$ cat src/rtl/gs_pkg.sv
// Shared game-state encoding, winner codes and round constants used by the
// game-state controller, the KO tracker and the HUD renderer.
package gs_pkg;

    typedef enum logic [3:0] {
        GS_START     = 4'd0,
        GS_STARTGAME = 4'd1,
        GS_THREE     = 4'd2,
        GS_TWO       = 4'd3,
        GS_ONE       = 4'd4,
        GS_FIGHT     = 4'd5,
        GS_GAME      = 4'd6,
        GS_KO        = 4'd7
    } gamestate_t;

    typedef enum logic [1:0] {
        WIN_NONE = 2'b00,
        WIN_P1   = 2'b01,
        WIN_P2   = 2'b10,
        WIN_DRAW = 2'b11
    } winner_t;

    typedef enum logic [1:0] {
        TRK_IDLE,
        TRK_ARMED,
        TRK_DONE
    } trk_state_t;

    localparam int MAX_HP     = 100;
    localparam int ROUND_SECS = 99;
    localparam int FPS        = 60;

endpackage

$ cat src/rtl/ko_fighter_hp.sv
// One fighter's health: HP register with saturating damage, post-hit
// invulnerability counter and the hit-accept (ready) signal.
module ko_fighter_hp
    import gs_pkg::*;
#(
    parameter int MAX_HP  = gs_pkg::MAX_HP,
    parameter int HP_W    = 7,
    parameter int DMG_W   = 6,
    parameter int IFRAMES = 30
) (
    input  logic             Clk,
    input  logic             Reset,
    input  logic             st,
    input  logic             armed,
    input  logic             tick,
    input  logic             hit_valid,
    input  logic [DMG_W-1:0] hit_dmg,
    output logic             hit_ready,
    output logic [HP_W-1:0]  hp
);

    localparam int IF_W = $clog2(IFRAMES + 1);
    localparam int SW   = (HP_W > DMG_W) ? HP_W : DMG_W;

    logic [IF_W-1:0] iframe;
    logic [SW-1:0]   hp_ext;
    logic [SW-1:0]   dmg_ext;
    logic [HP_W-1:0] hp_after_hit;

    assign hp_ext       = SW'(hp);
    assign dmg_ext      = SW'(hit_dmg);
    // Damage at or above current HP clamps to zero instead of wrapping.
    assign hp_after_hit = (hp_ext > dmg_ext) ? HP_W'(hp_ext - dmg_ext) : '0;

    assign hit_ready = armed && (iframe == '0) && !st;

    always_ff @(posedge Clk) begin
        // NOTE: sequential state uses non-blocking assignments so every register
        // samples the pre-edge values regardless of statement order.
        if (!Reset) begin
            hp     <= HP_W'(MAX_HP);
            iframe <= '0;
        end else if (st) begin
            hp     <= HP_W'(MAX_HP);
            iframe <= '0;
        end else if (hit_valid && hit_ready) begin
            hp     <= hp_after_hit;
            iframe <= IF_W'(IFRAMES);
        end else if (tick && (iframe != '0)) begin
            iframe <= iframe - 1'b1;
        end
    end

endmodule

$ cat src/rtl/ko_tracker.sv
// Round-outcome tracker: frame tick detection, 99 s round timer, round FSM
// and KO/timeout/draw decision for the game-state controller.
module ko_tracker
    import gs_pkg::*;
#(
    parameter int MAX_HP     = gs_pkg::MAX_HP,
    parameter int HP_W       = 7,
    parameter int DMG_W      = 6,
    parameter int IFRAMES    = 30,
    parameter int ROUND_SECS = gs_pkg::ROUND_SECS,
    parameter int FPS        = gs_pkg::FPS
) (
    input  logic             Clk,
    input  logic             Reset,
    input  logic             frame_clk,
    input  logic [3:0]       gamestate,
    input  logic             st,
    input  logic             hit1_valid,
    input  logic [DMG_W-1:0] hit1_dmg,
    output logic             hit1_ready,
    input  logic             hit2_valid,
    input  logic [DMG_W-1:0] hit2_dmg,
    output logic             hit2_ready,
    output logic             ko,
    output logic [HP_W-1:0]  hp1,
    output logic [HP_W-1:0]  hp2,
    output logic [6:0]       timer,
    output logic [1:0]       winner
);

    localparam int SUB_W = (FPS > 1) ? $clog2(FPS) : 1;

    trk_state_t       state_q, state_d;
    logic             fc_q, fc_qq, tick;
    logic [SUB_W-1:0] sub_cnt;
    logic             armed;
    logic             round_over;
    winner_t          win_d;

    assign armed = (state_q == TRK_ARMED);

    ko_fighter_hp #(.MAX_HP(MAX_HP), .HP_W(HP_W), .DMG_W(DMG_W), .IFRAMES(IFRAMES)) u_p1 (
        .Clk(Clk), .Reset(Reset), .st(st), .armed(armed), .tick(tick),
        .hit_valid(hit1_valid), .hit_dmg(hit1_dmg), .hit_ready(hit1_ready), .hp(hp1)
    );

    ko_fighter_hp #(.MAX_HP(MAX_HP), .HP_W(HP_W), .DMG_W(DMG_W), .IFRAMES(IFRAMES)) u_p2 (
        .Clk(Clk), .Reset(Reset), .st(st), .armed(armed), .tick(tick),
        .hit_valid(hit2_valid), .hit_dmg(hit2_dmg), .hit_ready(hit2_ready), .hp(hp2)
    );

    // frame_clk is only sampled, never used as a clock; tick is a registered rising edge.
    always_ff @(posedge Clk) begin
        if (!Reset) begin
            fc_q  <= 1'b0;
            fc_qq <= 1'b0;
            tick  <= 1'b0;
        end else begin
            fc_q  <= frame_clk;
            fc_qq <= fc_q;
            tick  <= fc_q && !fc_qq;
        end
    end

    always_ff @(posedge Clk) begin
        if (!Reset || st) begin
            sub_cnt <= '0;
            timer   <= 7'(ROUND_SECS);
        end else if (armed && tick) begin
            if (sub_cnt == SUB_W'(FPS - 1)) begin
                sub_cnt <= '0;
                if (timer != '0) timer <= timer - 1'b1;
            end else begin
                sub_cnt <= sub_cnt + 1'b1;
            end
        end
    end

    always_comb begin
        // NOTE: every variable gets a default first so no path leaves it
        // unassigned, which would otherwise infer a latch.
        state_d    = state_q;
        win_d      = WIN_NONE;
        round_over = (hp1 == '0) || (hp2 == '0) || (timer == '0);

        if (hp1 == '0 && hp2 == '0) win_d = WIN_DRAW;
        else if (hp1 == '0)         win_d = WIN_P2;
        else if (hp2 == '0)         win_d = WIN_P1;
        else if (hp1 > hp2)         win_d = WIN_P1;
        else if (hp2 > hp1)         win_d = WIN_P2;
        else                        win_d = WIN_DRAW;

        case (state_q)
            TRK_IDLE:  if (gamestate == GS_GAME) state_d = TRK_ARMED;
            TRK_ARMED: begin
                if (round_over)                 state_d = TRK_DONE;
                else if (gamestate != GS_GAME)  state_d = TRK_IDLE;
            end
            TRK_DONE:  state_d = TRK_DONE;
            default:   state_d = TRK_IDLE;
        endcase

        if (st) state_d = TRK_IDLE;
    end

    always_ff @(posedge Clk) begin
        if (!Reset) begin
            state_q <= TRK_IDLE;
            ko      <= 1'b0;
            winner  <= WIN_NONE;
        end else begin
            state_q <= state_d;
            if (st) begin
                ko     <= 1'b0;
                winner <= WIN_NONE;
            end else if (armed && round_over) begin
                ko     <= 1'b1;
                winner <= win_d;
            end
        end
    end

endmodule

$ cat config.mk
export PLATFORM = sky130hd
export DESIGN_NAME = ko_tracker
export DESIGN_NICKNAME = d
export VERILOG_FILES = /design/src/rtl/gs_pkg.sv /design/src/rtl/ko_fighter_hp.sv /design/src/rtl/ko_tracker.sv
export SDC_FILE = /design/constraint.sdc
export NUM_CORES = 1
export LEC_CHECK = 0
export ABC_AREA = 1
export CORE_MARGIN = 2
export CORE_UTILIZATION = 35
export DETAILED_ROUTE_END_ITERATION = 7
export SLEW_MARGIN = 15
export SYNTH_ARGS = -nofsm -noshare
export SYNTH_HDL_FRONTEND = slang
export SYNTH_SLANG_ARGS = --single-unit
$ cat constraint.sdc
create_clock -name Clk -period 2.14 [get_ports Clk]
set_clock_uncertainty 0.1 [all_clocks]
set_input_delay 0.428 -clock Clk [delete_from_list [all_inputs] [get_ports Clk]]
set_output_delay 0.428 -clock Clk [all_outputs]
set_load 0.01 [all_outputs]
# Word level (Yosys, flattened, before mapping)
# Index checks and enable logic that the tools add are counted.
[word_totals] register_bits=45 latch_bits=0 ramBits=0 rom_bits=0 input_bits=22 wordCells=82 n_memories=0
[classes] n_addsub=6 mul=0 div=0 n_lt_le_gt_ge=4 eq_ne=7 n_shift=0 muxes=16 bitwise_logic=1 reduce_logical=34
[op_table] op="$logic_not 7->1" n=3
[op_table] op="$mux 5" n=4
[op_table] op="$gt 7x6->1" n=2
[op_table] op="$gt 7x7->1" n=2
[op_table] op="$mux 2" n=7
[op_table] op="$mux 7" n=2
[op_table] op="$sub 7x6->7" n=2
[op_table] op="$logic_and 1x1->1" n=12
[op_table] op="$logic_not 5->1" n=2
[op_table] op="$reduce_bool 5->1" n=2
[op_table] op="$sub 5x1->5 const B" n=2
[op_table] op="$reduce_bool 7->1" n=1
[op_table] op="$sub 7x1->7 const B" n=1
[op_table] op="$add 6x1->6 const B" n=1
[op_table] op="$eq 6x6->1 const B" n=1
[op_table] op="$mux 6" n=1
[op_table] op="$pmux 2 s3" n=1
[op_table] op="$reduce_or 3->1" n=2
[op_table] op="$eq 4x3->1 const B" n=1
[op_table] op="$ne 4x3->1 const B" n=1
[op_table] op="$reduce_bool 2->1" n=2
[op_table] op="$logic_not 1->1" n=3
[op_table] op="$logic_or 1x1->1" n=3
[op_table] op="$ne 3x1->1 const B" n=1
[op_table] op="9 further kinds" n=9

# Longest topological paths before layout
[logic_depth] ltp_word=6 depth_mapped=11 mapped_depth_nobuf=11

# Hierarchy
# From an unflattened synthesis, not the netlist that was laid out.
[hier_totals] hier_cells=454 area_unflattened_um2=3083.0
[by_module_without_submodules] module="ko_fighter_hp" instances=2 cells_per_inst=136 area_each_um2=897.1 seq_area_each_um2=240.2
[by_module_without_submodules] module="ko_tracker" instances=1 cells_per_inst=182 area_each_um2=1288.7 seq_area_each_um2=420.4

# Worst setup path after synthesis
# OpenSTA, ideal clock, no wires.
[synth_timing] kind="register -> register" startpoint="reg u_p2.hp[0]" endpoint="reg u_p2.hp[6]" arrival_time_ns=1.507 required_ns=1.926 setup_slack_ns=0.420 stages_incl_launch_ff=10 period_less_slack_ns=1.720 cell_sequence="dfxtp_1 > inv_1 > ha_1 > fa_1 > nor2_1 > nand2_1 > nand3_1 > o21bai_2 > nand3_1 > nand2_1"
[synth_via] elab_chain_len=2 elab_cells_between_ends=3 cone_classes="add/sub (1); order compare (1); mux (1)"
[synth_lines] item="from (decl)" line="ko_fighter_hp.sv:19" source="output logic [HP_W-1:0] hp"
[synth_lines] item="from (signal assigned)" line="ko_fighter_hp.sv:41" source="hp <= HP_W'(MAX_HP);"
[synth_lines] item="from (signal assigned)" line="ko_fighter_hp.sv:44" source="hp <= HP_W'(MAX_HP);"
[synth_lines] item="from (signal assigned)" line="ko_fighter_hp.sv:47" source="hp <= hp_after_hit;"
[synth_lines] item="$sub 7x6->7 or $gt 7x6->1 (tied branches)" line="ko_fighter_hp.sv:33" source="assign hp_after_hit = (hp_ext > dmg_ext) ? HP_W'(hp_ext - dmg_ext) : '0;"
[synth_lines] item="$mux 7 *" line="ko_fighter_hp.sv:33"
# Every way passes the cells marked *; elsewhere a longest branch is shown, timed or not.
# A chain may end at the register's enable or synchronous reset.

# Worst setup path after layout
[layout_timing] startpoint="reg u_p1.iframe[0]" endpoint="out hit1_ready"
[layout_via] elab_chain_len=3
[layout_lines] item="from (decl)" line="ko_fighter_hp.sv:25" source="logic [IF_W-1:0] iframe;"
[layout_lines] item="from (signal assigned)" line="ko_fighter_hp.sv:48" source="iframe <= IF_W'(IFRAMES);"
[layout_lines] item="from (signal assigned)" line="ko_fighter_hp.sv:50" source="iframe <= iframe - 1'b1;"
[layout_lines] item="$logic_not 5->1" line="ko_fighter_hp.sv:35" source="assign hit_ready = armed && (iframe == '0) && !st;"
[layout_lines] item="$logic_and 1x1->1 (2 in series)" line="ko_fighter_hp.sv:35"
[layout_lines] item="to (decl)" line="ko_tracker.sv:20" source="output logic hit1_ready,"
# Every way passes these cells.

==> load_flow_metrics.sql <==
INSERT INTO impl_metrics (metric_group, metric, value, unit) VALUES
('timing', 'setup-violations-final', '0', ''),
('floorplanning', 'start_util', '35.8', '%'),
('logic_synthesis', 'yosysWarnings', '0', ''),
('floorplanning', 'placement_rows', '33', ''),
('grt', 'grt_pass1_vias', '2555', ''),
('logic_synthesis', 'ys_dominant_reg_cell', 'sky130_fd_sc_hd__dfxtp_1', ''),
('layout', 'layout.cell_area.non_filler', '3740', 'um2'),
('layout', 'final_cell_mix', '109 x sky130_fd_sc_hd__nand2_1, 66 x sky130_fd_sc_hd__inv_1, 45 x sky130_fd_sc_hd__dfxtp_1, 45 x sky130_fd_sc_hd__clkdlybuf4s50_1, 37 x sky130_fd_sc_hd__nor2_1', ''),
('route', 'drt_first_pass_iters', '4', ''),
('timing', 'tns', '0', 'ps'),
('run_status', 'result_of_the_run', 'finished clean', ''),
('timing', 'number_of_max_slew_violations_in_the_final_report', '0', ''),
('clock_network', 'clock_tree_from_tritoncts', 'yes', ''),
('route', 'routed_wirelength_normalized_by_instance_count', '10.6', 'um'),
('layout', 'design.final.nets', '543', ''),
('floorplanning', 'height_of_the_chip', '95.2', 'um'),
('timing', 'slew_headroom', '80.7', '%'),
('floorplanning', 'core', '8130', 'um2'),
('clock_network', 'tritoncts.num_buffers', '5', ''),
('logic_synthesis', 'synth.cell_area', '2910', 'um2'),
('route', 'routed-via-count', '2751', ''),
('route', 'route.detailed.drc', '0', ''),
('clock_network', 'post_cts_buffers', '0', ''),
('clock_network', 'worst_skew_late_latency', '300', 'ps'),
('logic_synthesis', 'netlist_instances', '421', ''),
('logic_synthesis', 'syn-mean-instance-area', '6.92', 'um2'),
('critical_path', 'setup.worst_path.start_class', 'flip-flop', ''),
('critical_path', 'arrival', '1510', 'ps'),
('floorplanning', 'pin_count', '48', ''),
('grt', 'overflow', '0', ''),
('clock_network', 'clk_path_buf_depth', '2', ''),
('logic_synthesis', 'count_of_unique_library_cells_instantiated_by_yosys', '34', ''),
('layout', 'multiInputGateArea', '1710', 'um2'),
('hold_path', 'hold_path_class', 'reg -> reg', ''),
('place', 'place.detailed.instances', '593', ''),
('clock_network', 'cts-htree-levels', '2', ''),
('timing', 'timing.fmax', '490', 'MHz'),
('layout', 'stdcell_count', '601', ''),
('critical_path', 'criticalPathCategory', 'reg -> out', ''),
('layout', 'fin_util', '46.0', '%'),
('floorplanning', 'floorplan.die.width', '95.2', 'um'),
('timing', 'hold_viol_final', '0', ''),
('logic_synthesis', 'count_of_flip_flops_with_a_built_in_enable_after_synthesis', '0', ''),
('layout', 'final_common_cell', 'sky130_fd_sc_hd__nand2_1', ''),
('logic_synthesis', 'postSynthNetCount', '469', ''),
('layout', 'fill_cells', '847', ''),
('hold_path', 'min_delay_path_depth', '1', ''),
('route', 'detail_route.wirelength', '6400', 'um'),
('floorplanning', 'floorplan.die_area', '9070', 'um2'),
('critical_path', 'r2r_cells', '9', ''),
('critical_path', 'crit_path_max_fanout', '4', ''),
('grt', 'initial_antenna_violation_count', '0', ''),
('place', 'dpl-instance-area', '3660', 'um2'),
('clock_network', 'clk_pin_slew_worst_paths', '90', 'ps'),
('route', 'drt_iter0_markers', '71', ''),
('layout', 'seqCellArea', '901', 'um2'),
('timing', 'grt_setup_unrepaired', 'false', ''),
('timing', 'layout_worst_path_cycle_share', '95.4', '%'),
('grt', 'pin_count_of_the_biggest_net_entering_global_routing', '15', ''),
('grt', 'grt_pass1_wl', '11200', 'um'),
('logic_synthesis', 'synth-seq-cells', '45', ''),
('power', 'cellLeakagePower', '1.75', 'nW'),
('power', 'powerDensity', '410', 'nW/um2'),
('layout', 'drive_above_1_share', '11.5', '%'),
('clock_network', 'clk_root_buffer_cell', 'sky130_fd_sc_hd__clkbuf_8', ''),
('layout', 'area_growth', '28.5', '%'),
('layout', 'antenna-diode-count', '0', ''),
('logic_synthesis', 'synthArstFlopShare', '0', '%'),
('route', 'via_cell_ratio', '4.58', ''),
('critical_path', 'worst_setup_path_end_kind', 'output port', ''),
('place', 'port_buffers', '47', ''),
('logic_synthesis', 'sequential_cell_area_fraction_in_the_yosys_report', '30.9', '%'),
('job', 'drv_cap', '0', ''),
('timing', 'layout_min_cycle_time', '2040', 'ps'),
('grt', 'track_usage', '15.3', '%'),
('power', 'worst_ir_drop_vdd', '0.206', 'mV'),
('critical_path', 'cp_data_required_time', '1610', 'ps'),
('clock_network', 'numClockSinks', '45', ''),
('route', 'route.antenna.remaining_nets', '0', ''),
('timing', 'worst_pin_slew', '289', 'ps'),
('place', 'dpl.hpwl', '5230', 'um'),
('place', 'gpl.final_weighted_congestion', '0.828', '');
## per-layer routing
metal / part of all wire, % / vias to the layer above / track usage, %
met5: 0 / - / 0
met4: 0.98 / 0 / 3.62
met3: 3.1 / 5 / 2.69
met2: 47 / 33 / 25.5
met1: 48 / 1222 / 20.7
li1: - / 1491 / -
## critical path, stage by stage (launching register included)
cell and delay [ps]:
sky130_fd_sc_hd__dfxtp_1 330, sky130_fd_sc_hd__inv_1 80, sky130_fd_sc_hd__ha_1 220, sky130_fd_sc_hd__nand3b_1 150
sky130_fd_sc_hd__nor2_4 150, sky130_fd_sc_hd__dlygate4sd2_1 280
## layout make-up
class / instances / area share (%)
sequential: 45 / 24.1
inverter: 70 / 7.09
multi-input combinational: 301 / 45.6
tap: 105 / 3.51
clock buffer: 7 / 2.04
timing repair buffer: 72 / 17.5
clock inverter: 1 / 0.201
## per-stage QoR
stage | total power, W | setup slack [ps] | hold WS [ps]
finish | 0.00154 | 98.4 | 288
detailed placement | 0.00103 | -159 | 277
global route | 0.00160 | 1.03 | 299
floorplan | 0.000945 | 420 | 268
global placement | 0.00103 | -164 | 272
CTS | 0.00155 | 88.1 | 290
## cell usage after synthesis (3+ instances only)
cell,instances,area [um2]
sky130_fd_sc_hd__nand2_1,109,409
sky130_fd_sc_hd__inv_1,66,248
sky130_fd_sc_hd__dfxtp_1,45,901
sky130_fd_sc_hd__nor2_1,37,139
sky130_fd_sc_hd__a21oi_1,28,140
sky130_fd_sc_hd__nand3_1,28,140
sky130_fd_sc_hd__ha_1,24,300
sky130_fd_sc_hd__o21ai_0,12,60.1
sky130_fd_sc_hd__nor3_1,8,40.0
sky130_fd_sc_hd__nand4_1,7,43.8
sky130_fd_sc_hd__xnor2_1,7,61.3
sky130_fd_sc_hd__nand3b_1,5,37.5
sky130_fd_sc_hd__xor2_1,5,43.8
sky130_fd_sc_hd__nor2_4,4,45.0
sky130_fd_sc_hd__or2_2,4,25.0
sky130_fd_sc_hd__nor2_2,3,18.8
## flip-flops by register name (all words and copies together) (netlist names)
name,flops
fc_q,1
fc_qq,1
ko,1
state_q,2
sub_cnt,6
tick,1
timer,7
u_p1.hp,7
u_p1.iframe,5
u_p2.hp,7
u_p2.iframe,5
winner,2
## timing repair
item                       in CTS  in global routing
setup endpoints to repair       2                  0
resized for setup               2                  0
hold buffers                    0                  0
## power breakdown
part / switching [W] / internal (W) / total, W / leakage, nW
clock: 0.000291 / 0.000232 / 0.000523 / 0.0385
sequential: 0.00000258 / 0.000840 / 0.000842 / 0.363
combinational: 0.0000778 / 0.0000934 / 0.000171 / 1.34
## final timing paths
path	start	endpoint	slack (ps)
hold reg to reg	fc_qq	tick	290
setup / recovery	u_p1.iframe[0]	hit1_ready	100
hold / removal	fc_qq	tick	290
setup reg to reg	u_p2.hp[0]	u_p2.hp[6]	290
## cells by family (layout without fill, tap and decap cells)
group	after synthesis	count (layout)	synth area share, %
AOI/OAI and AO/OA	50	50	9.62
xor gates and xnor gates	12	12	3.61
adders and majority gates	26	26	11.7
buffers and inverters	75	150	10.5
DFF	45	45	30.9
and+or+nand+nor	213	213	33.7
Power figures use the tool's default switching activity.
